## src/rtl/euler_stepper.sv

```systemverilog
// euler_stepper
// Fixed-point forward-Euler integrator: x <- x + h*(A*x + B*u), repeated STEPS
// times over an n-element state and m-element input held in a shared
// dual-read-port RAM (synchronous read, data one cycle after address).
//
// Ports
//   i_clk               clock, all state changes on the rising edge
//   i_rst               asynchronous active-high reset
//   i_start             run request, only sampled while idle
//   o_rd_add1/2         read addresses (port 1: matrices/header, port 2: vectors/header)
//   i_rd_data1/2        read data returned one cycle after the address
//   o_wr_en/add/data    write port, used only while writing back the new state
//   o_busy              run in progress
//   o_done              one-cycle completion pulse
//   o_err               header of the last run was rejected
//   o_ovf               sticky: some saturation happened during the last run
module euler_stepper #(
    parameter int ADDRESS_WIDTH = 13,
    parameter int DATA_WIDTH    = 16,
    parameter int FRAC_BITS     = 8,
    parameter int MAX_N         = 8,
    parameter int MAX_M         = 8,
    parameter int HDR_BASE      = 0,
    parameter int A_BASE        = 16,
    parameter int B_BASE        = 96,
    parameter int U_BASE        = 176,
    parameter int X_BASE        = 192
) (
    input  logic                     i_clk,
    input  logic                     i_rst,
    input  logic                     i_start,
    output logic [ADDRESS_WIDTH-1:0] o_rd_add1,
    output logic [ADDRESS_WIDTH-1:0] o_rd_add2,
    input  logic [DATA_WIDTH-1:0]    i_rd_data1,
    input  logic [DATA_WIDTH-1:0]    i_rd_data2,
    output logic                     o_wr_en,
    output logic [ADDRESS_WIDTH-1:0] o_wr_add,
    output logic [DATA_WIDTH-1:0]    o_wr_data,
    output logic                     o_busy,
    output logic                     o_done,
    output logic                     o_err,
    output logic                     o_ovf
);

    localparam int ACC_W = 2 * DATA_WIDTH + 4;
    localparam int IDX_W = (MAX_N > 1) ? $clog2(MAX_N) : 1;

    typedef logic [ADDRESS_WIDTH-1:0] addr_t;
    typedef logic [DATA_WIDTH-1:0]    word_t;

    localparam addr_t HDR_A   = addr_t'(HDR_BASE);
    localparam addr_t A_A     = addr_t'(A_BASE);
    localparam addr_t B_A     = addr_t'(B_BASE);
    localparam addr_t U_A     = addr_t'(U_BASE);
    localparam addr_t X_A     = addr_t'(X_BASE);
    localparam addr_t ONE_A   = addr_t'(1);
    localparam addr_t TWO_A   = addr_t'(2);
    localparam addr_t THREE_A = addr_t'(3);
    localparam word_t ONE_W   = word_t'(1);
    localparam word_t MAX_N_W = word_t'(MAX_N);
    localparam word_t MAX_M_W = word_t'(MAX_M);

    // Saturation limits sign-extended to accumulator width
    localparam logic signed [ACC_W-1:0] SAT_HI =
        {{(ACC_W-DATA_WIDTH+1){1'b0}}, {(DATA_WIDTH-1){1'b1}}};
    localparam logic signed [ACC_W-1:0] SAT_LO =
        {{(ACC_W-DATA_WIDTH+1){1'b1}}, {(DATA_WIDTH-1){1'b0}}};

    typedef enum logic [3:0] {
        S_IDLE  = 4'd0,
        S_HDR0  = 4'd1,
        S_HDR1  = 4'd2,
        S_CHECK = 4'd3,
        S_MAC_A = 4'd4,
        S_MAC_B = 4'd5,
        S_UPD   = 4'd6,
        S_WB    = 4'd7,
        S_FIN   = 4'd8
    } state_t;

    // Clamp to the signed word range; MSB of the result flags a clamp
    function automatic logic [DATA_WIDTH:0] sat_q(input logic signed [ACC_W-1:0] v);
        logic [DATA_WIDTH:0] res;
        if (v > SAT_HI) begin
            res = {1'b1, SAT_HI[DATA_WIDTH-1:0]};
        end else if (v < SAT_LO) begin
            res = {1'b1, SAT_LO[DATA_WIDTH-1:0]};
        end else begin
            res = {1'b0, v[DATA_WIDTH-1:0]};
        end
        return res;
    endfunction

    state_t r_state, w_state_nxt;
    word_t  r_cnt, w_cnt_nxt;
    word_t  r_row, r_n, r_m, r_h, r_steps;
    addr_t  r_pa, r_pb, w_pa_cur;
    logic   r_mac_iss, r_dv;
    logic signed [ACC_W-1:0] r_acc;
    word_t  r_buf [0:MAX_N-1];

    addr_t  r_rd_add1, r_rd_add2, r_wr_add;
    word_t  r_wr_data;
    logic   r_wr_en, r_busy, r_done, r_err, r_ovf;

    logic   w_hdr_bad, w_last_row, w_step_start;
    logic   w_iss_a, w_iss_b, w_iss_x, w_wr, w_upd_fire, w_upd_ovf;
    addr_t  w_rd1_nxt, w_rd2_nxt;
    word_t  w_wb_data, w_y;

    logic signed [2*DATA_WIDTH-1:0] w_mac_p, w_prod_h, w_prod_sh;
    logic signed [ACC_W-1:0]        w_acc_sh, w_sum;
    logic [DATA_WIDTH:0]            w_sat_d, w_sat_p, w_sat_y;

    assign o_rd_add1 = r_rd_add1;
    assign o_rd_add2 = r_rd_add2;
    assign o_wr_en   = r_wr_en;
    assign o_wr_add  = r_wr_add;
    assign o_wr_data = r_wr_data;
    assign o_busy    = r_busy;
    assign o_done    = r_done;
    assign o_err     = r_err;
    assign o_ovf     = r_ovf;

    // Next-state logic and the within-state cycle counter
    always_comb begin
        w_state_nxt = r_state;
        w_hdr_bad   = (r_n == '0) || (r_n > MAX_N_W) || (r_m > MAX_M_W) || (i_rd_data2 == '0);
        w_last_row  = (r_row == (r_n - ONE_W));
        case (r_state)
            S_IDLE: begin
                if (i_start) w_state_nxt = S_HDR0;
                else         w_state_nxt = S_IDLE;
            end
            S_HDR0:  w_state_nxt = S_HDR1;
            S_HDR1:  w_state_nxt = S_CHECK;
            S_CHECK: begin
                if (w_hdr_bad) w_state_nxt = S_FIN;
                else           w_state_nxt = S_MAC_A;
            end
            S_MAC_A: begin
                if (r_cnt == r_n) w_state_nxt = S_MAC_B;
                else              w_state_nxt = S_MAC_A;
            end
            S_MAC_B: begin
                if (r_cnt == r_m) w_state_nxt = S_UPD;
                else              w_state_nxt = S_MAC_B;
            end
            S_UPD: begin
                if (r_cnt == ONE_W) begin
                    if (w_last_row) w_state_nxt = S_WB;
                    else            w_state_nxt = S_MAC_A;
                end else begin
                    w_state_nxt = S_UPD;
                end
            end
            S_WB: begin
                if (r_cnt == (r_n - ONE_W)) begin
                    if (r_steps == ONE_W) w_state_nxt = S_FIN;
                    else                  w_state_nxt = S_MAC_A;
                end else begin
                    w_state_nxt = S_WB;
                end
            end
            S_FIN:   w_state_nxt = S_IDLE;
            default: w_state_nxt = S_IDLE;
        endcase

        if ((w_state_nxt == r_state) && (r_state != S_IDLE)) w_cnt_nxt = r_cnt + ONE_W;
        else                                                 w_cnt_nxt = '0;

        w_step_start = (w_state_nxt == S_MAC_A) && ((r_state == S_CHECK) || (r_state == S_WB));
        w_upd_fire   = (r_state == S_UPD) && (r_cnt == ONE_W);
    end

    // Decide what the next cycle issues; addresses are registered so they
    // are computed from the next state and next counter value
    always_comb begin
        w_iss_a   = (w_state_nxt == S_MAC_A) && (w_cnt_nxt < r_n);
        w_iss_b   = (w_state_nxt == S_MAC_B) && (w_cnt_nxt < r_m);
        w_iss_x   = (w_state_nxt == S_UPD) && (w_cnt_nxt == '0);
        w_wr      = (w_state_nxt == S_WB);
        w_pa_cur  = w_step_start ? A_A : r_pa;
        w_rd1_nxt = '0;
        w_rd2_nxt = '0;
        if (w_iss_a) begin
            w_rd1_nxt = w_pa_cur;
            w_rd2_nxt = X_A + addr_t'(w_cnt_nxt);
        end else if (w_iss_b) begin
            w_rd1_nxt = r_pb;
            w_rd2_nxt = U_A + addr_t'(w_cnt_nxt);
        end else if (w_iss_x) begin
            w_rd1_nxt = HDR_A;
            w_rd2_nxt = X_A + addr_t'(r_row);
        end else if (w_state_nxt == S_HDR0) begin
            w_rd1_nxt = HDR_A;
            w_rd2_nxt = HDR_A + ONE_A;
        end else if (w_state_nxt == S_HDR1) begin
            w_rd1_nxt = HDR_A + TWO_A;
            w_rd2_nxt = HDR_A + THREE_A;
        end else begin
            w_rd1_nxt = HDR_A;
            w_rd2_nxt = HDR_A;
        end
    end

    // Row update: d = sat(acc>>>F), y = sat(x + sat((h*d)>>>F)), x from RD2
    always_comb begin
        w_mac_p   = $signed(i_rd_data1) * $signed(i_rd_data2);
        w_acc_sh  = r_acc >>> FRAC_BITS;
        w_sat_d   = sat_q(w_acc_sh);
        w_prod_h  = $signed(r_h) * $signed(w_sat_d[DATA_WIDTH-1:0]);
        w_prod_sh = w_prod_h >>> FRAC_BITS;
        w_sat_p   = sat_q({{(ACC_W-2*DATA_WIDTH){w_prod_sh[2*DATA_WIDTH-1]}}, w_prod_sh});
        w_sum     = $signed({{(ACC_W-DATA_WIDTH){i_rd_data2[DATA_WIDTH-1]}}, i_rd_data2})
                  + $signed({{(ACC_W-DATA_WIDTH){w_sat_p[DATA_WIDTH-1]}}, w_sat_p[DATA_WIDTH-1:0]});
        w_sat_y   = sat_q(w_sum);
        w_y       = w_sat_y[DATA_WIDTH-1:0];
        w_upd_ovf = w_sat_d[DATA_WIDTH] | w_sat_p[DATA_WIDTH] | w_sat_y[DATA_WIDTH];
        // With n=1 the only row is stored on the same edge write-back starts
        if (w_upd_fire && (w_cnt_nxt == r_row)) w_wb_data = w_y;
        else                                    w_wb_data = r_buf[w_cnt_nxt[IDX_W-1:0]];
    end

    // State register and cycle counter
    always_ff @(posedge i_clk or posedge i_rst) begin
        if (i_rst) begin
            r_state <= S_IDLE;
            r_cnt   <= '0;
        end else begin
            r_state <= w_state_nxt;
            r_cnt   <= w_cnt_nxt;
        end
    end

    // Header capture, step/row bookkeeping and matrix read pointers
    always_ff @(posedge i_clk or posedge i_rst) begin
        if (i_rst) begin
            r_n     <= '0;
            r_m     <= '0;
            r_h     <= '0;
            r_steps <= '0;
            r_row   <= '0;
            r_pa    <= '0;
            r_pb    <= '0;
        end else begin
            if (r_state == S_HDR1) begin
                r_n <= i_rd_data1;
                r_m <= i_rd_data2;
            end
            if (r_state == S_CHECK) begin
                r_h     <= i_rd_data1;
                r_steps <= i_rd_data2;
                r_row   <= '0;
            end else if (w_upd_fire) begin
                r_row <= w_last_row ? '0 : (r_row + ONE_W);
            end else if ((r_state == S_WB) && (w_state_nxt != S_WB)) begin
                r_steps <= r_steps - ONE_W;
            end
            // A and B are walked row-major by plain increments across rows
            if (w_iss_a) r_pa <= w_pa_cur + ONE_A;
            if (w_step_start)  r_pb <= B_A;
            else if (w_iss_b)  r_pb <= r_pb + ONE_A;
        end
    end

    // Accumulator (data arrives one cycle after each issue) and new-state buffer
    always_ff @(posedge i_clk or posedge i_rst) begin
        if (i_rst) begin
            r_mac_iss <= 1'b0;
            r_dv      <= 1'b0;
            r_acc     <= '0;
            for (int i = 0; i < MAX_N; i++) r_buf[i] <= '0;
        end else begin
            r_mac_iss <= w_iss_a | w_iss_b;
            r_dv      <= r_mac_iss;
            if ((w_state_nxt == S_MAC_A) && (r_state != S_MAC_A)) begin
                r_acc <= '0;
            end else if (r_dv) begin
                r_acc <= r_acc + $signed({{(ACC_W-2*DATA_WIDTH){w_mac_p[2*DATA_WIDTH-1]}}, w_mac_p});
            end
            if (w_upd_fire) r_buf[r_row[IDX_W-1:0]] <= w_y;
        end
    end

    // Registered outputs: RAM ports, handshake and status flags
    always_ff @(posedge i_clk or posedge i_rst) begin
        if (i_rst) begin
            r_rd_add1 <= '0;
            r_rd_add2 <= '0;
            r_wr_en   <= 1'b0;
            r_wr_add  <= '0;
            r_wr_data <= '0;
            r_busy    <= 1'b0;
            r_done    <= 1'b0;
            r_err     <= 1'b0;
            r_ovf     <= 1'b0;
        end else begin
            r_rd_add1 <= w_rd1_nxt;
            r_rd_add2 <= w_rd2_nxt;
            r_wr_en   <= w_wr;
            if (w_wr) begin
                r_wr_add  <= X_A + addr_t'(w_cnt_nxt);
                r_wr_data <= w_wb_data;
            end else begin
                r_wr_add  <= '0;
                r_wr_data <= '0;
            end
            r_busy <= (w_state_nxt != S_IDLE);
            r_done <= (r_state == S_FIN);
            if ((r_state == S_IDLE) && i_start) begin
                r_err <= 1'b0;
                r_ovf <= 1'b0;
            end else begin
                if ((r_state == S_CHECK) && w_hdr_bad) r_err <= 1'b1;
                if (w_upd_fire && w_upd_ovf)          r_ovf <= 1'b1;
            end
        end
    end

endmodule

```

## config.mk

```make
export PLATFORM = sky130hd
export DESIGN_NAME = euler_stepper
export DESIGN_NICKNAME = d
export VERILOG_FILES = /design/src/rtl/euler_stepper.sv
export SDC_FILE = /design/constraint.sdc
export NUM_CORES = 2
export LEC_CHECK = 0
export CAP_MARGIN = 20
export CELL_PAD_IN_SITES_DETAIL_PLACEMENT = 2
export CELL_PAD_IN_SITES_GLOBAL_PLACEMENT = 2
export CORE_ASPECT_RATIO = 0.5
export CORE_MARGIN = 1
export CORE_UTILIZATION = 35
export CTS_CLUSTER_SIZE = 8
export DETAILED_ROUTE_END_ITERATION = 10
export GPL_ROUTABILITY_DRIVEN = 1
export GPL_TIMING_DRIVEN = 0
export PLACE_DENSITY_LB_ADDON = 0.1
export SYNTH_ARGS = -nofsm -noshare
export SYNTH_HDL_FRONTEND = slang
export SYNTH_SLANG_ARGS = --single-unit
```

## constraint.sdc

```tcl
create_clock -name i_clk -period 19.94 [get_ports i_clk]
set_input_delay 3.988 -clock i_clk [delete_from_list [all_inputs] [get_ports i_clk]]
set_output_delay 3.988 -clock i_clk [all_outputs]
set_load 0.02 [all_outputs]
```

==> results by stage <==
STA:
- The final-layout worst hold slack is 371 ps.
- The total count of hold-check failures in the final report is 0.
- The actual transition at the worst max-transition pin is 1170 ps.
- The highest clock frequency the design can meet is 66.5 MHz.
- The minimum period implied by the final worst setup slack is 15,050 ps.
- In this run the tightest slew margin relative to its limit is 21.4%.
- The count of final setup violators is 0.
- The clock skew after layout is 38.1 ps.
- Dividing the final minimum period by the clock period gives 75.5%.
- The aggregate negative setup slack is 0 ps.
- The max-slew violation total from the final report is 0.
- Setup repair after global routing left no endpoint under its margin.

Run:
- Across the run, the number of max-cap violations was 0.

Detailed routing:
- The routed layout has 31,400 vias.
- The iteration count of the initial detailed-routing pass is 5.
- The vias per cell is 5.23.
- The count of nets left with antenna violations after detail routing is 0.
- For this run, design rule violations remaining after detail routing come to 0.
- After detailed routing, the average wire length per cell comes to 24.0 um.
- The first-iteration detailed-routing DRC count is 1,460.
- Wires add up to 144 mm.

Finish:
- At the end of the flow, the number of nets in the layout was 5,333.
- The post-route netlist has 3.66% of its cells at a drive strength greater than 1.
- Relative to the synthesized area, the layout overhead comes to 10.8%.
- The number of fillers in the final layout is 12,500.

Global routing:
- The total routing usage reported by global routing is 25.5%.
- Summed over all layers, the global routing overflow is 0.
- The via count of the first global-routing pass was 36,600.
- The number of antenna violations at the first check in global routing came to 7.
- The first-pass GRT wire length is 226 mm.
- Entering global routing, the biggest net connects 102 pins.

Floorplanning:
- The floorplan step defined a die boundary enclosing 0.116 mm^2.
- The core region is 0.113 mm^2.
- The floorplan step set the die width to 481 um.
- The row count is 87.
- The floorplan step set the die height to 242 um.
- Once the floorplan was initialized, standard cells occupied 35.5% of the core.
- During I/O placement, the number of pins put on the boundary was 95.

Setup path:
- The first element of the critical path is r_acc[29].
- At the worst endpoint, the required time is 20,430 ps.
- The internal reg-to-reg setup slack is 4890 ps.
- The path type of the worst setup path is register to register.
- For this run, the slowest stage of the critical path takes 880 ps.
- The startpoint kind of the worst setup timing path is a register.
- The element type at the critical path end is a register.
- On the critical path, the stage with the largest delay is an instance of nor4b_2.
- The most repeated library cell on the critical path is fa_1.
- The beginning of the worst register-to-register path is r_acc[29].
- The maximum net fanout on the critical path is 10.
- The data arrival time of the worst path is 15,540 ps.

Yosys:
- The mapped netlist covers 0.0402 mm^2.
- Counting flops with a built-in enable in the synthesized netlist gives 0.
- The main flop type after synthesis is dfrtp_1.
- The top cell type by area accounts for 28.7% of the synthesized area.
- In the synthesized netlist, the cells that appear most often are inv_1 (686), fa_1 (576), nand2_1 (559).
- In this run, synthesis produced a sequential element count of 352.
- By instance count, the leading cell after synthesis is inv_1.
- The unique cell type count in the Yosys netlist is 85.
- The cell count after synthesis is 4,323.
- In the post-synthesis netlist, the biggest area contributors are fa_1 (29%), dfrtp_1 (22%), ha_1 (7.7%), inv_1 (6.4%), nand2_1 (5.2%).
- The count of warnings emitted by yosys is 0.
- The net count after synthesis is 5,182.
- The post-synthesis sequential area ratio is 21.9%.
- The share of synthesized flip-flops with an asynchronous set or reset is 100%.
- The post-synthesis average cell area is 9.30 um^2.
- The most area-hungry cell type in the Yosys netlist is fa_1.

Placement:
- The count of input and output buffers is 88.
- Once detailed placement completed, the half-perimeter wirelength came to 117 mm.
- Routability-driven placement finished with a final weighted congestion of 0.864.

Clock network:
- TritonCTS created 50 clock buffers.
- The CTS root buffer is clkbuf_16.
- TritonCTS built the clock tree.
- The clock transition time at the flip-flop clock pins of the worst setup and hold paths is 50 ps.
- The post-CTS resize count is 0.
- The worst-skew pair later-pin latency is 630 ps.
- The buffer count from post-CTS setup fixing is 0.
- No sink is reached through more buffers than the 3 on the longest clock path.
- The total clock sinks is 352.
- The CTS H-tree depth is 2.
- The number of buffers added to fix hold violations after cts is 0.

Outcome:
- The run finished with clean final reports.

Pwr:
- The static power due to leakage is 21.4 nW.
- The post-route total power is 6.66 mW.
- VDD sags by at most 177 uV.
- The areal power density over the cells is 150 mW/mm^2.

Worst hold path:
- The tightest min-delay check is of the register to register type.
- The startpoint identified for the worst hold timing path is r_mac_iss.
## placed cells by master (no fill, tap or decap), drive strengths merged, types with 25 or more instances in the layout
| cell type | instances |
|---|---|
| xnor2 | 115 |
| and2 | 176 |
| ha | 248 |
| a22o | 25 |
| dfrtp | 352 |
| a21oi | 91 |
| xor2 | 85 |
| fa | 576 |
| clkdlybuf4s50 | 88 |
| nor2b | 73 |
| mux2i | 47 |
| clkbuf | 239 |
| o21ai | 275 |
| inv | 687 |
| mux2 | 34 |
| a31oi | 25 |
| nand2b | 48 |
| nand4 | 46 |
| nor4 | 31 |
| a21o | 48 |
| nor3 | 44 |
| nand3 | 41 |
| nor2 | 222 |
| buf | 38 |
| nand2 | 559 |
| and3 | 28 |
## worst paths after layout
path	depth (start not counted)	endpoint
max in group asynchronous	4	r_acc[33]
hold / removal	0	r_dv
setup / recovery	43	o_wr_data[2]
setup reg to reg	43	o_wr_data[2]
hold reg to reg	0	r_dv
min in group asynchronous	2	o_wr_data[7]
## area by class of cell
class	instances	area, um^2	area share (%)
timing repair buffer	99	1050	2.37
clock buffer	54	1280	2.87
tap	1513	1890	4.25
inverter	688	2590	5.82
sequential	352	8810	19.8
multi-input combinational	3071	28000	62.9
clock inverter	4	81.3	0.183
buffer	212	828	1.86
antenna	3	7.51	0.0169
## critical path: cells and delay by family, from the launching register on
family / cells / cell delay (ps)
muxes: 1 / 320
and+or+nand+nor: 12 / 3630
adders and majority gates: 8 / 3780
DFF: 1 / 430
AOI/OAI and AO/OA: 15 / 4810
buffers and inverters: 7 / 1900
## per-stage QoR
stage	util (%)	cell area [um^2]	cells	worst slack, ps
final	39.3	44500	5996	4890
after global routing	39.3	44500	5993	3820
after CTS	39.3	44500	5992	5070
after detailed placement	38.1	43200	5934	5060
after global placement	37.9	43000	5924	1080
after floorplan	-	40200	4323	6190
## power breakdown
group | internal [mW] | switching, mW | leakage [nW]
Sequential | 0.790 | 0.117 | 4.09
Clock | 0.448 | 0.350 | 0.661
Combinational | 1.94 | 3.01 | 16.7
Total | 3.18 | 3.48 | 21.4
## state kept, by name, indices dropped and copies added, names as in the netlist, 4 cells and up
name,flops
o_wr_add,13
r_h,16
r_n,16
r_cnt,16
r_state,4
r_row,16
r_pb,13
r_m,16
r_buf,128
o_wr_data,16
o_rd_add1,13
o_rd_add2,13
r_steps,16
r_acc,36
r_pa,13
## cells by family after synthesis
kind of cell	synth area share, %
buffers and inverters	8.49
and+or+nand+nor	16.0
muxes	3.09
DFF	21.9
adders and majority gates	36.4
AOI/OAI and AO/OA	9.76
xor gates and xnor gates	4.36
## metal layers
layer | routed length, um | up-vias | global-route usage, % | share of wire, %
li1 | - | 14100 | - | -
met1 | 66400 | 16700 | 35.2 | 46
met2 | 68900 | 465 | 42.8 | 48
met3 | 5440 | 154 | 3.40 | 3.8
met4 | 3140 | 0 | 5.30 | 2.2
met5 | 0 | - | 0 | 0
Power figures use the tool's default switching activity.
